===== src/rtl/x25519_pkg.sv =====
// Shared definitions for the X25519 field datapath (p = 2^255 - 19).
// Holds the operand width, the prime, and the fold constant. Every field block
// imports this package.
package x25519_pkg;

  // Operands carry 9 bits of headroom above 2^255.
  localparam int X25519_WIDTH  = 264;

  // 2^255 == 19 (mod p). This lets bits at and above 255 fold back into the low part.
  localparam int X25519_FOLD_K = 19;

  // p = 2^255 - 19
  localparam logic [254:0] X25519_P = {255{1'b1}} - 255'd18;

  typedef logic [X25519_WIDTH-1:0] x25519_elem_t;

endpackage


===== src/rtl/x25519_add_if.sv =====
// Operand/result bundle for the X25519 field adder.
//   en        : operand strobe; a and b are sampled on the edge where en=1
//   a, b      : 264-bit addends
//   out_valid : one-cycle pulse marking a result
//   out       : 264-bit result; bits [263:256] are always 0
// The master modport drives operands. The slave modport (the adder) drives results.
interface x25519_add_if;
  import x25519_pkg::*;

  logic         en;
  x25519_elem_t a;
  x25519_elem_t b;
  logic         out_valid;
  x25519_elem_t out;

  modport master (output en, output a, output b, input  out_valid, input  out);
  modport slave  (input  en, input  a, input  b, output out_valid, output out);

endinterface


===== src/rtl/x25519_fold.sv =====
// Registered partial reduction stage for the X25519 field datapath.
// Takes a 265-bit sum s and produces s[254:0] + 19*s[264:255]. The result is
// congruent to s mod p and below 2^256.
// It is shared with the subtractor and multiplier output stages.
// Ports:
//   clk, rst  : clock, asynchronous active-high reset
//   in_valid  : s is valid this cycle
//   in        : 265-bit value to fold
//   out_valid : registered in_valid
//   out       : registered result, zero-extended to 264 bits
module x25519_fold
  import x25519_pkg::*;
(
  input  logic         clk,
  input  logic         rst,
  input  logic         in_valid,
  input  logic [264:0] in,
  output logic         out_valid,
  output x25519_elem_t out
);

  // The upper part is at most 10 bits and the constant needs 5 bits,
  // so a 15-bit product is exact.
  function automatic logic [255:0] fold_p255(input logic [264:0] s);
    logic [14:0] k;
    k = 15'(s[264:255]) * 15'(X25519_FOLD_K);
    return {1'b0, s[254:0]} + {241'b0, k};
  endfunction

  logic [255:0] w_fold;
  logic         r_vld_p3;
  x25519_elem_t r_out_p3;

  assign w_fold = fold_p255(in);

  // ---- stage 3: fold and register the result ----
  always_ff @(posedge clk or posedge rst) begin
    if (rst) begin
      r_vld_p3 <= 1'b0;
      r_out_p3 <= '0;
    end else begin
      r_vld_p3 <= in_valid;
      if (in_valid) r_out_p3 <= {8'h00, w_fold};
    end
  end

  assign out_valid = r_vld_p3;
  assign out       = r_out_p3;

endmodule


===== src/rtl/x25519_add.sv =====
// Pipelined modular adder for the X25519 field, p = 2^255 - 19.
// Accepts one operand pair per cycle and has a fixed latency of 3 cycles.
// The result is congruent to a+b mod p and below 2^256. Reduction is partial,
// so results in [p, 2^256) can appear.
// Ports:
//   clk  : datapath clock
//   rst  : asynchronous active-high reset; clears all in-flight work at once
//   bus  : x25519_add_if slave (en, a, b in; out_valid, out out)
// Stage 1 adds the low 132 bits. Stage 2 adds the high 132 bits plus the carry.
// Stage 3 (x25519_fold) folds bits [264:255] back into the low part using the constant 19.
module x25519_add
  import x25519_pkg::*;
(
  input  logic           clk,
  input  logic           rst,
  x25519_add_if.slave    bus
);

  logic [132:0] w_lo;
  logic [132:0] w_hi;

  logic         r_vld_p1;
  logic [132:0] r_lo_p1;
  logic [131:0] r_ahi_p1;
  logic [131:0] r_bhi_p1;

  logic         r_vld_p2;
  logic [264:0] r_sum_p2;

  logic         w_out_valid;
  x25519_elem_t w_out;

  assign w_lo = {1'b0, bus.a[131:0]} + {1'b0, bus.b[131:0]};
  assign w_hi = {1'b0, r_ahi_p1} + {1'b0, r_bhi_p1} + {132'b0, r_lo_p1[132]};

  // ---- stage 1: low-half add, high halves carried forward ----
  always_ff @(posedge clk or posedge rst) begin
    if (rst) begin
      r_vld_p1 <= 1'b0;
      r_lo_p1  <= '0;
      r_ahi_p1 <= '0;
      r_bhi_p1 <= '0;
    end else begin
      r_vld_p1 <= bus.en;
      if (bus.en) begin
        r_lo_p1  <= w_lo;
        r_ahi_p1 <= bus.a[263:132];
        r_bhi_p1 <= bus.b[263:132];
      end
    end
  end

  // ---- stage 2: high-half add with low carry, full 265-bit sum ----
  always_ff @(posedge clk or posedge rst) begin
    if (rst) begin
      r_vld_p2 <= 1'b0;
      r_sum_p2 <= '0;
    end else begin
      r_vld_p2 <= r_vld_p1;
      if (r_vld_p1) r_sum_p2 <= {w_hi, r_lo_p1[131:0]};
    end
  end

  x25519_fold u_fold (
    .clk       (clk),
    .rst       (rst),
    .in_valid  (r_vld_p2),
    .in        (r_sum_p2),
    .out_valid (w_out_valid),
    .out       (w_out)
  );

  assign bus.out_valid = w_out_valid;
  assign bus.out       = w_out;

endmodule

===== src/flat_wrapper.sv =====
// flat-port wrapper written by rule: the top's interface ports become plain ports
module x25519_add_flat import x25519_pkg::*;
  (clk, rst, bus_en, bus_a, bus_b, bus_out_valid, bus_out);
  x25519_add_if bus_i ();
  input  logic clk;
  input  logic rst;
  input wire logic [$bits(bus_i.en)-1:0] bus_en;
  input wire logic [$bits(bus_i.a)-1:0] bus_a;
  input wire logic [$bits(bus_i.b)-1:0] bus_b;
  output wire logic [$bits(bus_i.out_valid)-1:0] bus_out_valid;
  output wire logic [$bits(bus_i.out)-1:0] bus_out;
  assign bus_i.en = bus_en;
  assign bus_i.a = bus_a;
  assign bus_i.b = bus_b;
  assign bus_out_valid = bus_i.out_valid;
  assign bus_out = bus_i.out;
  x25519_add u_core (.clk(clk), .rst(rst), .bus(bus_i));
endmodule

===== config.mk =====
export PLATFORM = sky130hd
export DESIGN_NAME = x25519_add_flat
export DESIGN_NICKNAME = d
export VERILOG_FILES = /design/src/rtl/x25519_pkg.sv /design/src/rtl/x25519_add_if.sv /design/src/rtl/x25519_fold.sv /design/src/rtl/x25519_add.sv /design/src/flat_wrapper.sv
export SDC_FILE = /design/constraint.sdc
export NUM_CORES = 2
export LEC_CHECK = 0
export BUFFER_PORTS_ARGS = -buffer_cell sky130_fd_sc_hd__clkbuf_2
export CORE_AREA = 2 2 312 314
export CTS_CLUSTER_SIZE = 12
export DETAILED_ROUTE_END_ITERATION = 10
export DIE_AREA = 0 0 314 316
export PLACE_DENSITY = 0.82
export SYNTH_ARGS = -nofsm -noshare
export SYNTH_HDL_FRONTEND = slang
export SYNTH_SLANG_ARGS = --single-unit

===== constraint.sdc =====
create_clock -name clk -period 43.2 [get_ports clk]
set_input_delay 4.32 -clock clk [delete_from_list [all_inputs] [get_ports clk]]
set_output_delay 4.32 -clock clk [all_outputs]
set_load 0.05 [all_outputs]

# Yosys cells after proc, flatten, opt, wreduce, memory -nomap -nowiden
# Cells that the tools add are included.
totals:
  regBits: 921
  latchBits: 0
  mem_bits_rw: 0
  rom_bits: 0
  wordCells: 13
  memories: 0
op_classes:
  addsub: 4
  multipliers: 1
  div_mod_pow: 0
  order_cmp: 0
  n_eq_ne: 0
  shift: 0
  muxes: 0
  bitwise: 0
  reduce_logical: 0
op_table:
  columns: ["op", "count"]
  rows:
  - ["adder 132 x 132 -> 133 bit", 2]
  - ["adder 255 x 15 -> 256 bit", 1]
  - ["adder 133 x 1 -> 133 bit", 1]
  - ["multiplier 10 x 5 -> 15 bit (second input constant)", 1]

# Depth between registers and ports, before layout
logic_depth:
  depth_word: 2
  mapped_depth: 20
  mapped_depth_nobuf: 19

# Hierarchy
# A second synthesis with hierarchy kept.
hier_totals:
  hier_cells: 6017
  area_unflattened_um2: 57926.8
modules_own_cells:
  columns: ["module", "instances", "cells_per_inst", "area_each_um2"]
  rows:
  - ["x25519_add", 1, 3889, 40410.0]
  - ["x25519_fold", 1, 2128, 17516.8]

# Worst setup path after synthesis
# No wires, ideal clock.
synth_timing:
  kind: "input to register"
  from: "input port bus_b[0]"
  to: "register u_core.r_lo_p1[122]"
  t_arrival_ns: 7.699
  required_time_ns: 43.074
  path_slack_ns: 35.375
  cell_stages: 14
  n_path_buf: 0
  cell_sequence: "ha_1 > fa_1 > a21o_1 > a21oi_1 > o31a_1 > o21ai_1 > a221oi_1 > o41ai_2 > a31oi_1 > o21ai_0 > a31oi_1 > o211ai_1 > a21o_1 > a221o_1"
synth_via:
  elab_chain_cells: 1
synth_lines:
  columns: ["element", "line_no", "text"]
  rows:
  - ["from (decl)", "flat_wrapper.sv:9", "input wire logic [$bits(bus_i.b)-1:0] bus_b;"]
  - ["adder 132 x 132 -> 133 bit", "x25519_add.sv:33", "assign w_lo = {1'b0, bus.a[131:0]} + {1'b0, bus.b[131:0]};"]
  - ["to (signal assigned)", "x25519_add.sv:46", "r_lo_p1 <= w_lo;"]
  - ["to (decl)", "x25519_add.sv:23", "logic [132:0] r_lo_p1;"]
# No other way between the ends.
# A chain may end at the register's enable or synchronous reset.

# Worst setup path in the final report
layout_timing:
  from: "input port bus_b[0]"
  to: "register u_core.r_lo_p1[126]"
# The elaborated chain is that of the path after synthesis.

==> summary.txt <==
Floorplanning
  • Die Area: 0.0992 sq mm
  • # IOs: just under 800
  • Initial Utilization: 0.589
  • Core Area: about 0.096 sq mm
  • Die X: 314 um
  • # rows: 114
  • Die Y: 316 um

Clock network
  • Clock sinks: 921
  • Worst-Skew Late Latency: 0.69 ns
  • Clock-pin transition on the worst setup and hold timing paths: ~0.060 ns
  • CTS tree: built
  • Cts repair resizes: 0
  • Num CTS Buffers: 99
  • Clock buffer depth: 3
  • CTS Hold Bufs: 0
  • Root buf cell: clkbuf_16
  • CTS H-tree depth: 3
  • Setup bufs post-CTS: 0

Timing
  • Fmax: 0.114 GHz
  • Setup Viol. Count Final: 0
  • RSZ-0062 raised after global routing: no
  • Fin. Hold Viols: 0
  • Minimum clock period after layout: 8.75 ns
  • Least-Margin Pin Slew: 1.25 ns
  • Worst Clk Skew: 0.0355 ns
  • Slew headroom: 0.168
  • Max Slew Vio Count: 0
  • Setup TNS: 0 ns
  • Period utilization: 0.203

Worst setup path
  • Critical path endpoint category: register
  • CP max FO: 6
  • FF-to-FF path depth: 19
  • Reg-to-Reg Start: u_core.r_sum_p2[259]
  • Required time of the critical path: 43.82 ns
  • CP startpoint kind: primary input
  • Reg2Reg Setup Slack: roughly 37 ns
  • WP data arrival: 9.37 ns
  • R2r endpoint: u_core.u_fold.out[170]
  • CP Launch Point: bus_b[0]
  • Worst Setup EP: u_core.r_lo_p1[126]
  • Setup CP Type: primary input to register

Finish
  • Proportion of layout cells with a drive suffix above 1: 0.249
  • Most common cell after layout, fill and taps aside: dfrtp_1
  • Footprint of the multi-input gates: 0.0317 sq mm
  • Fill count: 7537
  • Core Util, Final: 0.672
  • Commonest cells after routing, fill and taps aside: dfrtp_1 (919), clkbuf_2 (786), a21oi_1 (631)
  • Finished Layout Cells: 7877
  • Register area: 0.0231 sq mm
  • Final Instance Area: between 0.06 and 0.07 sq mm
  • Area delta synth->final: 14.1%
  • Nets: 7374

Global route
  • Vias in the first global route: a little under 50000
  • Grt ovf: 0
  • Global Route Usage Sum: 0.358
  • Antenna violations before repair: 3
  • First-pass GRT wire length: 277 mm
  • Largest net degree at the start of global routing: around 240

Synth
  • Syn Area/Cell: 9.60 sq um
  • Synth Instances: 5886
  • Warnings, synthesis: 0
  • Cell area after synthesis: around 0.057 sq mm
  • Yosys reg bits: 921
  • Synth top area share: 0.408
  • Register area share after synthesis: 0.408
  • Area leader, netlist: dfrtp_1
  • Most area-consuming cells after synthesis: dfrtp_1 (41%), mux2_2 (12%), ha_1 (6.6%)
  • Synth cell types: 83
  • Main synth FF type: dfrtp_1
  • Post-synth EDFFs: 0
  • Post-synth ARST share: 1.00

Power
  • Leakage power: between 20 and 30 nW
  • Pwr/cell area: 58.0 mW/mm^2
  • Maximum vdd drop: 0.0438 mV

Min path
  • Hold Path Class: register to register

Routing
  • Iteration count of the initial detailed-routing pass: 9
  • DRC: 0
  • DR vias/cell: about 6.2
  • Post-route ant nets: 0
  • Wire per inst: 23.0 um
  • Iteration-0 DRC count of the detailed router: 4328
  • Vias: 48900
  • Drt total wl: 181 mm

Job
  • MaxCap Viol Count: 0

Place
  • Post-DP HPWL: 140 mm
  • Number of port buffers: 787
  • Dpl cells: 7702
  • Post-DP Area: about 0.061 sq mm
  • RePlAce Congestion: 1.00

Run status
  • Outcome: finished clean
-- worst max-delay path, stage by stage --
cell and delay, ns:
clkbuf_2 0.09, ha_1 0.24, fa_1 0.45, a21o_1 0.18, a21oi_1 0.30, o31a_1 0.39, o21ai_1 0.22, a221oi_1 0.68
o41ai_2 0.22, a31oi_1 0.51, o21ai_0 0.32, a31oi_1 0.49, o211ai_1 0.35, a2111oi_0 0.45, nand3b_1 0.16
-- where the power goes --
group | total, mW | switching [mW] | internal, mW
Clock | 0.861 | 0.361 | 0.500
Combinational | 1.54 | 0.989 | 0.552
Sequential | 1.34 | 0.246 | 1.09
Total | 3.74 | 1.60 | 2.15
-- cell type report --
| class | instances | area share |
|---|---|---|
| inverter | 188 | 0.0111 |
| multi-input combinational | 4497 | 0.491 |
| tap | 1276 | 0.0247 |
| timing repair buffer | 820 | 0.0656 |
| clock buffer | 144 | 0.0443 |
| clock inverter | 29 | 0.00589 |
| antenna | 2 | 0.0000776 |
| sequential | 921 | 0.357 |
-- synth_stat cells, types with 10 or more instances --
cell	number
buf_1	11
a31oi_1	38
nor4_1	52
o21ai_0	255
clkbuf_1	260
inv_1	188
o21bai_1	83
nand4_1	180
o31ai_1	22
fa_1	20
or2_2	17
or3_1	24
o31a_1	10
nor2_1	532
nand2_1	439
a21oi_1	632
dfrtp_1	921
o211ai_1	13
or4_1	15
mux2_2	614
nor3_1	92
xnor2_1	273
o221ai_1	13
a211o_1	10
a211oi_1	25
nand3_1	150
a21o_1	115
ha_1	296
o21a_1	45
and4_1	23
nand2b_1	30
and3_1	71
xor2_1	197
a221oi_1	11
nor2b_1	16
a21boi_0	18
and2_1	24
-- sequential cells by signal (all words and copies together), names as in the netlist --
signal / flops
u_core.u_fold.out: 256
u_core.r_bhi_p1: 132
u_core.r_vld_p2: 1
u_core.r_vld_p1: 1
u_core.r_sum_p2: 265
u_core.u_fold.out_valid: 1
u_core.r_lo_p1: 133
u_core.r_ahi_p1: 132
-- stage by stage --
step	power [mW]	setup WS, ns	hold slack (ns)
6_report	3.74	34.45	0.482
5_1_grt	3.92	34.12	0.507
4_1_cts	3.72	34.57	0.480
3_5_place_dp	2.85	33.88	0.466
3_3_place_gp	2.81	33.95	0.465
2_1_floorplan	2.36	12.98	0.352
-- how the worst min path moves through the flow --
stage / slack (ns) / startpoint / to / cells after the start
floorplan: 0.35 / u_core.r_vld_p1 / u_core.r_vld_p2 / 0
global placement: 0.46 / u_core.r_lo_p1[39] / u_core.r_sum_p2[39] / 2
detailed placement: 0.47 / u_core.r_lo_p1[39] / u_core.r_sum_p2[39] / 2
CTS: 0.48 / u_core.r_lo_p1[39] / u_core.r_sum_p2[39] / 2
global route: 0.51 / u_core.r_lo_p1[107] / u_core.r_lo_p1[107] / 2
finish: 0.48 / u_core.r_lo_p1[39] / u_core.r_sum_p2[39] / 2
-- layer usage --
metal,track usage,vias up,share of wire
li1,-,22400,-
met5,0,-,0.000055
met3,0.0939,377,0.090
met4,0.142,2,0.043
met2,0.592,2079,0.47
met1,0.451,24000,0.39
-- cells by family after synthesis --
group | Yosys count | synth area share
AND/OR/NAND/NOR | 1710 | 0.145
AO/OA/AOI/OAI | 1374 | 0.146
flip-flops | 921 | 0.408
multiplexers | 619 | 0.123
buffers and inverters | 475 | 0.0325
XOR/XNOR | 470 | 0.0728
adder cells (fa/ha/maj) | 316 | 0.0726
other | 1 | 0.0000663
Power figures use the tool's default switching activity.
